**config.mk**
```make
export PLATFORM = sky130hd
export DESIGN_NAME = kbd_portctrl_flat
export DESIGN_NICKNAME = d
export VERILOG_FILES = /design/src/rtl/kbd_portctrl_if.sv /design/src/rtl/kbd_portctrl.sv /design/src/flat_wrapper.sv
export SDC_FILE = /design/constraint.sdc
export NUM_CORES = 1
export LEC_CHECK = 0
export CAP_MARGIN = 20
export CORE_MARGIN = 2
export CORE_UTILIZATION = 40
export DETAILED_ROUTE_END_ITERATION = 16
export PLACE_DENSITY = 0.63
export REMOVE_ABC_BUFFERS = 1
export SYNTH_ARGS = -nofsm -noshare
export SYNTH_HDL_FRONTEND = slang
export SYNTH_SLANG_ARGS = --single-unit
export TNS_END_PERCENT = 100
```
**constraint.sdc**
```tcl
create_clock -name clock -period 3.9 [get_ports clock]
set_input_delay 0.585 -clock clock [delete_from_list [all_inputs] [get_ports clock]]
set_output_delay 0.585 -clock clock [all_outputs]
set_load 0.02 [all_outputs]
```
**src/rtl/kbd_portctrl_if.sv**
```systemverilog
// kbd_portctrl_if: CPU data bus between the AVR core and kbd_portctrl.
interface kbd_portctrl_if;
    logic [15:0] address;
    logic        wren;
    logic        rden;
    logic [7:0]  data_o;
    logic [7:0]  data_i;
    modport master(output address, wren, rden, data_o, input data_i);
    modport slave(input address, wren, rden, data_o, output data_i);
endinterface

```
**src/rtl/kbd_portctrl.sv**
```systemverilog
// kbd_portctrl: bank/port router with PS/2 keyboard FIFO; define KBD_IRQ_EN to enable the keyboard interrupt.
module kbd_portctrl #(
    parameter int          KBD_DEPTH = 16,
    parameter logic [15:0] BANK_BASE = 16'hF000,
    parameter logic [15:0] PORT_BASE = 16'h0020
) (
    input  logic           clock,
    input  logic           reset,
    kbd_portctrl_if.slave  cpu,
    input  logic [7:0]     data_o_sram,
    input  logic [7:0]     data_o_text,
    input  logic [7:0]     data_o_grph,
    output logic           data_w_sram,
    output logic           data_w_text,
    output logic           data_w_grph,
    output logic [7:0]     bank,
    output logic [7:0]     cursor_x,
    output logic [7:0]     cursor_y,
    output logic [7:0]     videomode,
    input  logic [7:0]     ps2_data,
    input  logic           ps2_hit,
    input  logic [7:0]     kbd_ascii,
    output logic           kbd_shift,
    output logic           kbd_irq
);
    localparam int AW = (KBD_DEPTH > 1) ? $clog2(KBD_DEPTH) : 1;
    localparam int CW = AW + 1;

    logic [7:0]    bank_q, bank_d, cx_q, cx_d, cy_q, cy_d, vid_q, vid_d;
    logic [AW-1:0] rptr_q, rptr_d, wptr_q, wptr_d;
    logic [CW-1:0] count_q, count_d;
    logic          ovf_q, ovf_d, brk_q, brk_d, shift_q, shift_d;
    logic          irq_en_q, irq_en_d, kbd_irq_q, kbd_irq_d;
    logic [7:0]    mem_q [KBD_DEPTH];
    logic          in_bank, is_text, is_grph, empty, full;
    logic          sel_bank, sel_keyb, sel_stat, sel_cx, sel_cy, sel_vid;
    logic          wr_stat, flush, pop, key, push, drop;
    logic [8:0]    cnt9;
    logic [7:0]    status;
    logic          unused_ascii;

    always_comb begin
        in_bank     = cpu.address >= BANK_BASE;
        sel_bank    = !in_bank && cpu.address == PORT_BASE;
        sel_keyb    = !in_bank && cpu.address == PORT_BASE + 16'h01;
        sel_stat    = !in_bank && cpu.address == PORT_BASE + 16'h02;
        sel_cx      = !in_bank && cpu.address == PORT_BASE + 16'h0C;
        sel_cy      = !in_bank && cpu.address == PORT_BASE + 16'h0D;
        sel_vid     = !in_bank && cpu.address == PORT_BASE + 16'h18;
        is_text     = bank_q[7:1] == 7'b0000001;
        is_grph     = bank_q[7:5] == 3'b001;
        data_w_sram = !in_bank && cpu.wren;
        data_w_text = in_bank && is_text && cpu.wren;
        data_w_grph = in_bank && is_grph && cpu.wren;
        empty       = count_q == '0;
        full        = count_q == CW'(KBD_DEPTH);
        cnt9        = 9'(count_q);
        status      = {ovf_q, irq_en_q, full, !empty, (cnt9 > 9'd15) ? 4'hF : cnt9[3:0]};
        cpu.data_i  = in_bank  ? (is_text ? data_o_text : is_grph ? data_o_grph : 8'hFF) :
                      sel_bank ? bank_q :
                      sel_keyb ? (empty ? 8'h00 : mem_q[rptr_q]) :
                      sel_stat ? status :
                      sel_cx   ? cx_q :
                      sel_cy   ? cy_q :
                      sel_vid  ? vid_q : data_o_sram;
        wr_stat     = cpu.wren && sel_stat;
        flush       = wr_stat && cpu.data_o[4];
        pop         = cpu.rden && sel_keyb && !empty;
        key         = ps2_hit && ps2_data != 8'hF0 && ps2_data != 8'hE0;
        // A pop in the same cycle frees the slot, so a full FIFO still accepts
        push        = key && !flush && (!full || pop);
        drop        = key && !flush && full && !pop;
        bank_d      = (cpu.wren && sel_bank) ? cpu.data_o : bank_q;
        cx_d        = (cpu.wren && sel_cx) ? cpu.data_o : cx_q;
        cy_d        = (cpu.wren && sel_cy) ? cpu.data_o : cy_q;
        vid_d       = (cpu.wren && sel_vid) ? cpu.data_o : vid_q;
        rptr_d      = flush ? '0 : rptr_q + AW'(pop);
        wptr_d      = flush ? '0 : wptr_q + AW'(push);
        count_d     = flush ? '0 : count_q + CW'(push) - CW'(pop);
        ovf_d       = drop || (ovf_q && !(wr_stat && cpu.data_o[7]));
        brk_d       = !ps2_hit ? brk_q : (ps2_data == 8'hF0) ? 1'b1 : (ps2_data == 8'hE0) ? brk_q : 1'b0;
        shift_d     = (ps2_hit && (ps2_data == 8'h12 || ps2_data == 8'h59)) ? !brk_q : shift_q;
`ifdef KBD_IRQ_EN
        irq_en_d    = wr_stat ? cpu.data_o[6] : irq_en_q;
`else
        irq_en_d    = 1'b0;
`endif
        kbd_irq_d   = irq_en_q && !empty;
        unused_ascii = kbd_ascii[7];
    end

    always_ff @(posedge clock or posedge reset) begin
        if (reset) begin
            bank_q    <= '0;
            cx_q      <= '0;
            cy_q      <= '0;
            vid_q     <= '0;
            rptr_q    <= '0;
            wptr_q    <= '0;
            count_q   <= '0;
            ovf_q     <= 1'b0;
            brk_q     <= 1'b0;
            shift_q   <= 1'b0;
            irq_en_q  <= 1'b0;
            kbd_irq_q <= 1'b0;
        end else begin
            bank_q    <= bank_d;
            cx_q      <= cx_d;
            cy_q      <= cy_d;
            vid_q     <= vid_d;
            rptr_q    <= rptr_d;
            wptr_q    <= wptr_d;
            count_q   <= count_d;
            ovf_q     <= ovf_d;
            brk_q     <= brk_d;
            shift_q   <= shift_d;
            irq_en_q  <= irq_en_d;
            kbd_irq_q <= kbd_irq_d;
        end
    end

    always_ff @(posedge clock) begin
        if (push) mem_q[wptr_q] <= {brk_q, kbd_ascii[6:0]};
    end

    assign bank      = bank_q;
    assign cursor_x  = cx_q;
    assign cursor_y  = cy_q;
    assign videomode = vid_q;
    assign kbd_shift = shift_q;
    assign kbd_irq   = kbd_irq_q;
endmodule

```
**src/flat_wrapper.sv**
```systemverilog
// flat-port wrapper written by rule: the top's interface ports become plain ports
module kbd_portctrl_flat 
#(
    parameter int          KBD_DEPTH = 16,
    parameter logic [15:0] BANK_BASE = 16'hF000,
    parameter logic [15:0] PORT_BASE = 16'h0020
)
  (clock, reset, data_o_sram, data_o_text, data_o_grph, data_w_sram, data_w_text, data_w_grph, bank, cursor_x, cursor_y, videomode, ps2_data, ps2_hit, kbd_ascii, kbd_shift, kbd_irq, cpu_address, cpu_wren, cpu_rden, cpu_data_o, cpu_data_i);
  kbd_portctrl_if cpu_i ();
  input  logic clock;
  input  logic reset;
  input  logic [7:0] data_o_sram;
  input  logic [7:0] data_o_text;
  input  logic [7:0] data_o_grph;
  output logic data_w_sram;
  output logic data_w_text;
  output logic data_w_grph;
  output logic [7:0] bank;
  output logic [7:0] cursor_x;
  output logic [7:0] cursor_y;
  output logic [7:0] videomode;
  input  logic [7:0] ps2_data;
  input  logic ps2_hit;
  input  logic [7:0] kbd_ascii;
  output logic kbd_shift;
  output logic kbd_irq;
  input wire logic [$bits(cpu_i.address)-1:0] cpu_address;
  input wire logic [$bits(cpu_i.wren)-1:0] cpu_wren;
  input wire logic [$bits(cpu_i.rden)-1:0] cpu_rden;
  input wire logic [$bits(cpu_i.data_o)-1:0] cpu_data_o;
  output wire logic [$bits(cpu_i.data_i)-1:0] cpu_data_i;
  assign cpu_i.address = cpu_address;
  assign cpu_i.wren = cpu_wren;
  assign cpu_i.rden = cpu_rden;
  assign cpu_i.data_o = cpu_data_o;
  assign cpu_data_i = cpu_i.data_i;
  kbd_portctrl #(.KBD_DEPTH(KBD_DEPTH), .BANK_BASE(BANK_BASE), .PORT_BASE(PORT_BASE)) u_core (.clock(clock), .reset(reset), .cpu(cpu_i), .data_o_sram(data_o_sram), .data_o_text(data_o_text), .data_o_grph(data_o_grph), .data_w_sram(data_w_sram), .data_w_text(data_w_text), .data_w_grph(data_w_grph), .bank(bank), .cursor_x(cursor_x), .cursor_y(cursor_y), .videomode(videomode), .ps2_data(ps2_data), .ps2_hit(ps2_hit), .kbd_ascii(kbd_ascii), .kbd_shift(kbd_shift), .kbd_irq(kbd_irq));
endmodule
```
==> impl_metrics.py, run 1 <==
metrics = {
    "run_status": {
        "status": "finished clean",
    },
    "synth": {
        "syn_avg_cell_area_um2": 14.3,
        "synth-seq-cells": 176,
        "synth-edff-count": 128,
        "synthTopCellsByArea": "edfxtp_1 (47%), dfrtp_1 (15%), mux4_2 (7.4%)",
        "synth_area_leader_cell": "edfxtp_1",
        "seq_area_frac_synth_pct": 61.3,
        "yosysTopAreaCellShare_pct": 46.7,
        "synthCells": 576,
        "synthDistinctLibCells": 67,
        "synth-warning-count": 0,
        "syn_area_um2": 8230,
        "synth_ff_type": "edfxtp_1",
        "synthArstFlopShare_pct": 27.3,
    },
    "grt": {
        "grt_pass1_vias": 5963,
        "grt_pass1_wl_mm": 34.4,
        "antenna_found_initial": 0,
        "grt_usage_pct": 21.1,
        "overflow": 0,
        "grt_max_degree": 49,
    },
    "pwr": {
        "p_clk_share_pct": 34.8,
        "combPwrFrac_pct": 16.3,
        "intPower_mw": 3.46,
        "ir_drop_uv": 285,
        "swShare_pct": 27.1,
        "power_density_nw_per_um2": 440,
        "cellLeakagePower_nw": 3.95,
        "p_sw_mw": 1.29,
        "seq_power_share_pct": 48.9,
    },
    "critical_path": {
        "worstPathArrival_ns": 3.28,
        "startpoint_type": "input pin",
        "slowest_delay_ns": 0.54,
        "critPathMaxFanout": 6,
        "critical_path_buf_inv_count": 2,
        "worstPathCellList": "clkdlybuf4s50_1 > or3b_2 > or4_4 > or2_1 > a211o_1 > a32oi_2 > dlygate4sd2_1",
        "cp-end-kind": "primary output",
        "cp_data_required_time_ns": 3.31,
        "cp_top_family": "simple AND/OR/NAND/NOR gates",
        "critical_path_class": "in -> out",
        "cpMaxStageDelayCell": "or4_4",
    },
    "sta": {
        "rsz0062_at_grt": "no",
        "hold_viol_final": 0,
        "setup_viol": 0,
        "min_period_ns": 3.86,
        "fin_crit_sh_pct": 99.1,
        "tightest_slew_ns": 0.830,
        "final_max_slew_viol_count": 0,
        "fin_ws_ns": 0.0361,
        "skew_ns": 0.0175,
        "max_freq_ghz": 0.259,
        "max-slew-margin-rel_pct": 44.6,
    },
    "drt": {
        "totalWireLength_mm": 22.3,
        "vias_per_cell": 5.49,
        "first_pass_iters": 8,
        "vias": 5742,
        "antenna_left": 0,
        "wl_per_cell_um": 21.3,
        "route.detailed.drc": 0,
        "first_iter_violations": 361,
    },
    "placed_design": {
        "place_congestion": 0.946,
        "dp_cells": 1012,
        "dpl_cell_area_um2": 10200,
        "io_buffers": 111,
        "hpwl_mm": 16.4,
        "pre_cts_ws_ns": -0.301,
    },
    "finish": {
        "layout.cells.non_filler": 1046,
        "area_growth_pct": 31.0,
        "layout_common_cells": "edfxtp_1 (128), clkdlybuf4s50_1 (103), buf_4 (82)",
        "fin_util_pct": 53.3,
        "layout_commonest_cell": "edfxtp_1",
        "final_area_um2": 10800,
        "antenna_cells": 0,
        "drive_above_1_share_pct": 25.9,
        "fillCellCount": 1710,
        "num-nets-final": 846,
    },
    "floorplanning": {
        "rows": 52,
        "ios": 114,
        "die_h_um": 147,
        "dieArea_um2": 21700,
        "die_w_um": 147,
        "core-area_um2": 20200,
        "start_util_pct": 40.7,
    },
    "clock_tree": {
        "cts_buffers": 17,
        "htree_levels": 4,
        "ctsHoldBuffers": 0,
        "clk-insertion-delay-late_ns": 0.42,
        "clockBufferDepth": 2,
        "clockRootBuffer": "clkbuf_16",
        "clk_pin_slew_ns": 0.08,
        "cts_sinks": 176,
        "cts_tree": "built",
    },
    "job": {
        "max-cap-violations": 0,
    },
    "min_path": {
        "hold_class": "in -> async",
    },
}
-- power groups by stage --
stage               Sequential (mW)  Combinational (mW)  Clock, mW
finish                         2.32               0.773       1.65
global route                   2.34               0.865       1.76
CTS                            2.32               0.777       1.68
detailed placement             2.36               0.774          0
global placement               2.34               0.743          0
floorplan                      2.33               0.438          0
-- metal layers --
metal,share of wire [%],global-route usage (%)
met4,2.3,6.83
met3,5.4,4.26
met2,49,36.3
met1,43,27.0
met5,0,0
-- per-stage QoR --
step           hold WS (ns)  setup TNS (ns)  power (mW)
2_1_floorplan         0.474               0        2.76
3_3_place_gp          0.499           -1.58        3.09
3_5_place_dp          0.525           -1.70        3.13
4_1_cts               0.546               0        4.78
5_1_grt               0.476               0        4.96
6_report              0.445               0        4.74
-- kinds of logic (layout without fill, tap and decap cells) --
| group | count (synthesis) | count (layout) | share of synthesized area (%) |
|---|---|---|---|
| flops | 176 | 176 | 61.3 |
| compound gates | 89 | 89 | 7.89 |
| fa+ha+maj | 14 | 14 | 2.22 |
| mux | 85 | 85 | 15.0 |
| simple gates | 161 | 161 | 10.7 |
| buf+inv | 43 | 243 | 2.11 |
| xor+xnor | 7 | 7 | 0.745 |
| other cells | 1 | 1 | 0.0455 |
-- flip-flops by register name, summed over array words and instances, names as in the netlist --
| register | flops |
|---|---|
| u_core.bank | 8 |
| u_core.videomode | 8 |
| u_core.cursor_y | 8 |
| u_core.ovf_q | 1 |
| u_core.cursor_x | 8 |
| u_core.rptr_q | 4 |
| u_core.count_q | 5 |
| u_core.brk_q | 1 |
| u_core.kbd_shift | 1 |
| u_core.wptr_q | 4 |
| u_core.mem_q | 128 |
-- cells in the mapped netlist, types with 2 or more instances --
library cell	number
mux2i_1	21
edfxtp_1	128
o211ai_1	5
inv_1	17
nor4_1	6
nand3_1	18
a41oi_1	3
nor2_1	37
o31ai_1	6
a31oi_1	2
mux2_2	37
nor3_1	13
a2111oi_0	2
mux4_2	27
clkbuf_1	11
a211o_1	4
o21ai_0	16
buf_1	7
a32oi_1	2
a22oi_1	3
or3_1	2
or4_4	2
a21oi_1	13
and3_1	3
nand2b_1	2
ha_1	13
nand2_1	24
nor2b_1	17
a21o_1	3
nor2_2	2
buf_2	7
a211oi_1	2
o2111ai_1	6
nand4b_1	3
o22ai_1	2
nand3b_1	7
xnor2_1	3
xor2_1	4
nand4_1	11
and4_1	2
o221ai_1	9
or3b_2	2
dfrtp_1	48
-- path summary, 6_finish.rpt --
| kind | startpoint | to | slack [ns] | cells past startpoint |
|---|---|---|---|---|
| worst max-delay path | cpu_address[5] | cpu_data_i[0] | 0.04 | 7 |
| worst min-delay path | reset | u_core.videomode[5]$_DFFE_PP0P_ | 0.44 | 2 |
| worst max register to register | u_core.count_q[2]$_DFF_PP0_ | u_core.count_q[4]$_DFF_PP0_ | 0.99 | 15 |
| worst min register to register | u_core.kbd_shift$_DFFE_PP0P_ | u_core.kbd_shift$_DFFE_PP0P_ | 0.54 | 2 |
| max in group asynchronous | reset | u_core.rptr_q[0]$_DFF_PP0_ | 2.91 | 3 |
| min in group clock | u_core.kbd_shift$_DFFE_PP0P_ | u_core.kbd_shift$_DFFE_PP0P_ | 0.54 | 2 |
-- timing repair --
| item | CTS | global route |
|---|---|---|
| gates resized for setup | 11 | 6 |
| endpoints found under the hold margin | 0 | 0 |
| pin swaps | 1 | 0 |
| buffers inserted | 1 | 0 |
| endpoints found under the setup margin | 8 | 3 |
-- final cells by class --
class	count	area [um^2]	area share (%)
tap	270	338	3.13
clock buffer	17	425	3.94
multi-input combinational	357	3030	28.1
sequential	176	5050	46.8
timing repair buffer	194	1730	16.0
clock inverter	15	153	1.42
inverter	17	63.8	0.592
Power figures use the tool's default switching activity.
==> run 2, diff against run 1 <==
- CORE_MARGIN: 2 -> not set
==> run 2 against run 1 <==
  * Critical path depth up 1
  * Utilization up 0.53 points
  * Clock power grew 9%
  * Maximum frequency grew 0.57%
  * Combinational power grew 3%
  * Sequential cell count unchanged
  * Non-clock buffer count up 5
  * Largest power group unchanged
  * Sequential power about the same
  * Design area rose by 1.0%
  * Global-route usage up 1.6 points
  * First-iteration DRC count increased by 24%
==> impl_metrics.py, run 2 (synthesized netlist as in run 1, its figures left out) <==
metrics = {
    "pwr": {
        "seq_power_share_pct": 47.3,
        "p_clk_share_pct": 36.5,
        "combPwrFrac_pct": 16.1,
        "swShare_pct": 26.8,
        "p_sw_mw": 1.32,
        "finalPower_mw": 4.91,
        "cellLeakagePower_nw": 3.98,
        "power_density_nw_per_um2": 451,
        "intPower_mw": 3.60,
        "ir_drop_uv": 300,
    },
    "clock_tree": {
        "clk_pin_slew_ns": 0.07,
        "clockBufferDepth": 2,
        "cts_tree": "built",
        "clockRootBuffer": "clkbuf_16",
        "ctsHoldBuffers": 0,
        "postCtsSetupBuffers": 0,
        "cts_buffers": 17,
        "cts_sinks": 176,
        "clk-insertion-delay-late_ns": 0.43,
        "htree_levels": 4,
    },
    "finish": {
        "layout_commonest_cell": "edfxtp_1",
        "layout_common_cells": "edfxtp_1 (128), clkdlybuf4s50_1 (103), buf_4 (86)",
        "drive_above_1_share_pct": 26.6,
        "layout.cells.non_filler": 1051,
        "num-nets-final": 851,
        "antenna_cells": 0,
        "regMostFlops": "u_core.mem_q",
        "area_growth_pct": 32.3,
        "largest_register_ffs": 128,
    },
    "floorplanning": {
        "die_h_um": 145,
        "die_w_um": 145,
        "start_util_pct": 40.7,
        "rows": 52,
        "core-area_um2": 20200,
        "ios": 114,
        "dieArea_um2": 21200,
    },
    "drt": {
        "route.detailed.drc": 0,
        "vias_per_cell": 5.60,
        "wl_per_cell_um": 22.2,
        "first_pass_iters": 5,
        "antenna_left": 0,
        "vias": 5888,
        "first_iter_violations": 447,
        "totalWireLength_mm": 23.3,
    },
    "run_status": {
        "status": "finished clean",
    },
    "grt": {
        "grt_max_degree": 49,
        "overflow": 0,
        "grt_usage_pct": 22.7,
        "antenna_found_initial": 0,
        "grt_pass1_vias": 6027,
        "grt_pass1_wl_mm": 35.9,
    },
    "sta": {
        "hold_viol_final": 0,
        "min_period_ns": 3.84,
        "rsz0062_at_grt": "no",
        "holdWs_ns": 0.393,
        "skew_ns": 0.00972,
        "max-slew-margin-rel_pct": 48.6,
        "setup_viol": 0,
        "tightest_slew_ns": 0.771,
        "fin_crit_sh_pct": 98.5,
        "fin_ws_ns": 0.0579,
        "setup_tns_ns": 0,
        "max_freq_ghz": 0.260,
        "final_max_slew_viol_count": 0,
    },
    "critical_path": {
        "critical_path_buf_inv_count": 3,
        "critical_path_class": "in -> out",
        "worstPathArrival_ns": 3.26,
        "worstPathCellList": "clkdlybuf4s50_1 > or4_4 > or4_4 > buf_4 > o32ai_1 > a21o_1 > o211ai_1 > dlygate4sd2_1",
        "worstSetupStartpoint": "cpu_address[9]",
        "cp-end-kind": "primary output",
        "cp_top_family": "simple AND/OR/NAND/NOR gates",
        "critPathMaxFanout": 3,
        "r2r_slack_ns": 1.03,
        "cpMaxStageDelayCell": "or4_4",
        "slowest_delay_ns": 0.59,
        "path_common_cell": "or4_4",
        "rr_startpoint": "u_core.count_q[2]$_DFF_PP0_",
        "cp_data_required_time_ns": 3.31,
        "startpoint_type": "input pin",
    },
    "placed_design": {
        "io_buffers": 111,
        "place_congestion": 0.960,
        "hpwl_mm": 17.2,
        "dp_cells": 1018,
        "pre_cts_ws_ns": -0.298,
    },
    "job": {
        "max-cap-violations": 0,
    },
    "min_path": {
        "hold_class": "in -> async",
    },
}
[run 2: changes by cell type in the layout (fill, tap and decap cells not counted), sizes merged]
cell,change
buf,+5
clkinv,-4
bufinv,+2
clkinvlp,+2
clkdlybuf4s15,-1
dlygate4sd2,+1
[run 2: path summary, 6_finish.rpt]
path / to / cells past startpoint
setup / recovery: cpu_data_i[3] / 8
setup reg to reg: u_core.count_q[4]$_DFF_PP0_ / 15
min in group clock: u_core.kbd_shift$_DFFE_PP0P_ / 2
max in group asynchronous: u_core.rptr_q[0]$_DFF_PP0_ / 3
hold reg to reg: u_core.kbd_shift$_DFFE_PP0P_ / 2
hold / removal: u_core.videomode[6]$_DFFE_PP0P_ / 2
[run 2: metrics by stage]
stage                     utilization (%)  area, um^2
after global routing                 53.8       10900
after CTS                            53.7       10900
after detailed placement             50.6       10200
final                                53.8       10900
after global placement               50.6       10200
after floorplan                         -        8120
[run 2: power groups by stage]
| stage | Sequential (mW) | Clock [mW] | Combinational (mW) |
|---|---|---|---|
| after floorplan | 2.33 | 0 | 0.438 |
| after global placement | 2.35 | 0 | 0.761 |
| after detailed placement | 2.36 | 0 | 0.795 |
| after CTS | 2.32 | 1.83 | 0.796 |
| after global routing | 2.35 | 1.90 | 0.879 |
| final | 2.33 | 1.80 | 0.793 |
[run 2: layout make-up]
type                    instances  area, um^2
clock buffers                  17         425
fillers                      1687        9340
repair buffers                199        1780
multi-input cells             357        3040
inverters                      17        63.8
clock inverters                15         198
well taps                     270         338
flip-flops and latches        176        5050
[run 2: timing repair]
action / CTS / global route
pin swaps: 0 / 0
gates resized for setup: 11 / 8
endpoints found under the setup margin: 8 / 8
[run 2: worst reg2reg max path: cells and delay by family, from the launching register on]
family,cells,cell delay (ns)
fa+ha+maj,4,1.04
simple gates,5,0.79
xor+xnor,1,0.12
buf+inv,4,0.28
flops,1,0.46
compound gates,1,0.05
[run 2: per-layer routing]
metal	part of all wire, %	wire (um)	up-vias	GRT usage, %
li1	-	-	2656	-
met1	42	9800	2958	28.6
met2	50	11700	229	39.4
met3	5.5	1290	45	4.39
met4	2.6	596	0	7.79
met5	0	0	-	0
==> run 3, diff against run 2 <==
- GPL_ROUTABILITY_DRIVEN: not set -> 1
- REMOVE_ABC_BUFFERS: 1 -> not set
- clock period: 3.9 -> 4.45 ns (I/O delays scaled with it)
==> run 3 against run 2 <==
  * First-iteration DRC count rose by 0.45%
  * Combinational power fell by 18%
  * Sequential share of layout area rose by 1.4 points
  * Total power fell by 16%
  * Hold slack improved by 0.063 ns
  * Clock power fell by 19%
  * Sequential cell count did not move
  * Worst setup slack improved by 0.036 ns
  * Global-route usage fell by 1.0 points
  * Register-to-register slack improved by 0.53 ns
  * Non-clock buffer count fell by 36
  * Wire length fell by 5.5%
==> impl_metrics.py, run 3 (synthesized netlist as in run 1, its figures left out) <==
metrics = {
    "run_status": {
        "status": "finished clean",
    },
    "clock_tree": {
        "cts_sinks": 176,
        "clk_pin_slew_ns": 0.07,
        "cts_buffers": 17,
        "ctsHoldBuffers": 0,
        "clk-insertion-delay-late_ns": 0.43,
        "clockBufferDepth": 2,
        "clockRootBuffer": "clkbuf_16",
        "htree_levels": 4,
        "postCtsSetupBuffers": 0,
        "cts_tree": "built",
    },
    "sta": {
        "max-slew-margin-rel_pct": 48.3,
        "max_freq_ghz": 0.230,
        "skew_ns": 0.00902,
        "rsz0062_at_grt": "no",
        "min_period_ns": 4.36,
        "final_max_slew_viol_count": 0,
        "fin_crit_sh_pct": 97.9,
        "fin_ws_ns": 0.0937,
        "holdWs_ns": 0.455,
        "setup_tns_ns": 0,
        "setup_viol": 0,
        "tightest_slew_ns": 0.757,
        "hold_viol_final": 0,
    },
    "floorplanning": {
        "rows": 52,
        "dieArea_um2": 21200,
        "core-area_um2": 20200,
        "die_w_um": 145,
        "start_util_pct": 40.7,
        "die_h_um": 145,
        "ios": 114,
    },
    "drt": {
        "route.detailed.drc": 0,
        "wl_met3_um": 979,
        "dr_wl_met2_mm": 10.9,
        "antenna_left": 0,
        "totalWireLength_mm": 22.1,
        "vias_per_cell": 5.62,
        "routed.top_layer": "met4",
        "first_iter_violations": 449,
        "wl_per_cell_um": 21.7,
        "wl_met1_mm": 9.47,
        "first_pass_iters": 5,
        "vias": 5701,
    },
    "critical_path": {
        "cpMaxStageDelayCell": "clkdlybuf4s50_1",
        "critical_path_class": "in -> out",
        "critPathMaxFanout": 5,
        "r2r_slack_ns": 1.56,
        "rr_startpoint": "u_core.count_q[2]$_DFF_PP0_",
        "critical_path_buf_inv_count": 2,
        "slowest_delay_ns": 0.68,
        "worstSetupStartpoint": "cpu_address[9]",
        "worstPathCellList": "clkdlybuf4s50_1 > or4_4 > or4_4 > or2_1 > a211o_1 > a32oi_2 > clkdlybuf4s50_1",
        "cp_top_family": "simple AND/OR/NAND/NOR gates",
        "cp_data_required_time_ns": 3.78,
        "startpoint_type": "input pin",
        "worstPathArrival_ns": 3.69,
        "cp-end-kind": "primary output",
    },
    "min_path": {
        "hold_class": "in -> async",
    },
    "synth": {
        "syn_nets": 659,
    },
    "grt": {
        "grt_max_degree": 49,
        "grt_pass1_vias": 5758,
        "grt_pass1_wl_mm": 34.3,
        "antenna_found_initial": 0,
        "overflow": 0,
        "grt_usage_pct": 21.7,
    },
    "pwr": {
        "finalPower_mw": 4.14,
        "power_density_nw_per_um2": 392,
        "cellLeakagePower_nw": 3.81,
        "ir_drop_uv": 327,
    },
    "finish": {
        "layout.cells.non_filler": 1015,
        "layout_commonest_cell": "edfxtp_1",
        "drive_above_1_share_pct": 22.3,
        "regMostFlops": "u_core.mem_q",
        "largest_register_ffs": 128,
        "fin_util_pct": 52.2,
        "area_growth_pct": 28.3,
        "num-nets-final": 815,
        "final_area_um2": 10600,
        "layout_common_cells": "edfxtp_1 (128), clkdlybuf4s50_1 (108), buf_4 (51)",
        "antenna_cells": 0,
        "fillCellCount": 1692,
    },
    "placed_design": {
        "dp_cells": 982,
        "place_congestion": 0.946,
        "dpl_cell_area_um2": 9960,
        "io_buffers": 111,
        "pre_cts_ws_ns": 0.0546,
        "hpwl_mm": 15.9,
    },
    "job": {
        "max-cap-violations": 0,
    },
}
==> run 3: cell type report <==
class	instances	area [um^2]	share of cell area [%]
flip-flops and latches	176	5050	47.8
multi-input cells	357	3010	28.5
inverters	17	63.8	0.604
clock buffers	17	425	4.03
repair buffers	163	1520	14.4
clock inverters	15	155	1.47
well taps	270	338	3.20
==> run 3: what timing repair did <==
| action | CTS | global route |
|---|---|---|
| endpoints found under the setup margin | 0 | 5 |
| hold endpoints to repair | 0 | 0 |
| gates resized for setup | 0 | 5 |
==> run 3: worst reg2reg max path, cell delays in order, from the launching register on <==
cell and delay, ns:
dfrtp_1 0.44, inv_1 0.11, ha_1 0.19, nand3_1 0.27
and4_1 0.35, ha_1 0.29, inv_1 0.05, ha_1 0.15
inv_1 0.06, fa_1 0.42, inv_1 0.07, a21oi_1 0.05
nor2_1 0.09, nor2_1 0.06, xor2_1 0.13, nor2_1 0.05
==> run 3: where the power goes <==
part / internal [mW] / switching (mW)
sequential: 1.94 / 0.0967
combinational: 0.290 / 0.363
clock: 0.787 / 0.667
==> run 3: layer usage <==
layer | up-vias | track usage (%)
met5 | - | 0
met4 | 0 | 8.53
met3 | 41 | 4.23
met2 | 182 | 36.0
met1 | 2889 | 28.2
li1 | 2589 | -
==> run 3: path summary, 6_finish.rpt <==
check                                               endpoint  depth (start not counted)
worst max register to register   u_core.count_q[4]$_DFF_PP0_                         15
worst min register to register  u_core.kbd_shift$_DFFE_PP0P_                          2
max in group asynchronous         u_core.rptr_q[0]$_DFF_PP0_                          3
worst max-delay path                           cpu_data_i[0]                          7
min in group clock              u_core.kbd_shift$_DFFE_PP0P_                          2
worst min-delay path                u_core.brk_q$_DFFE_PP0P_                          2
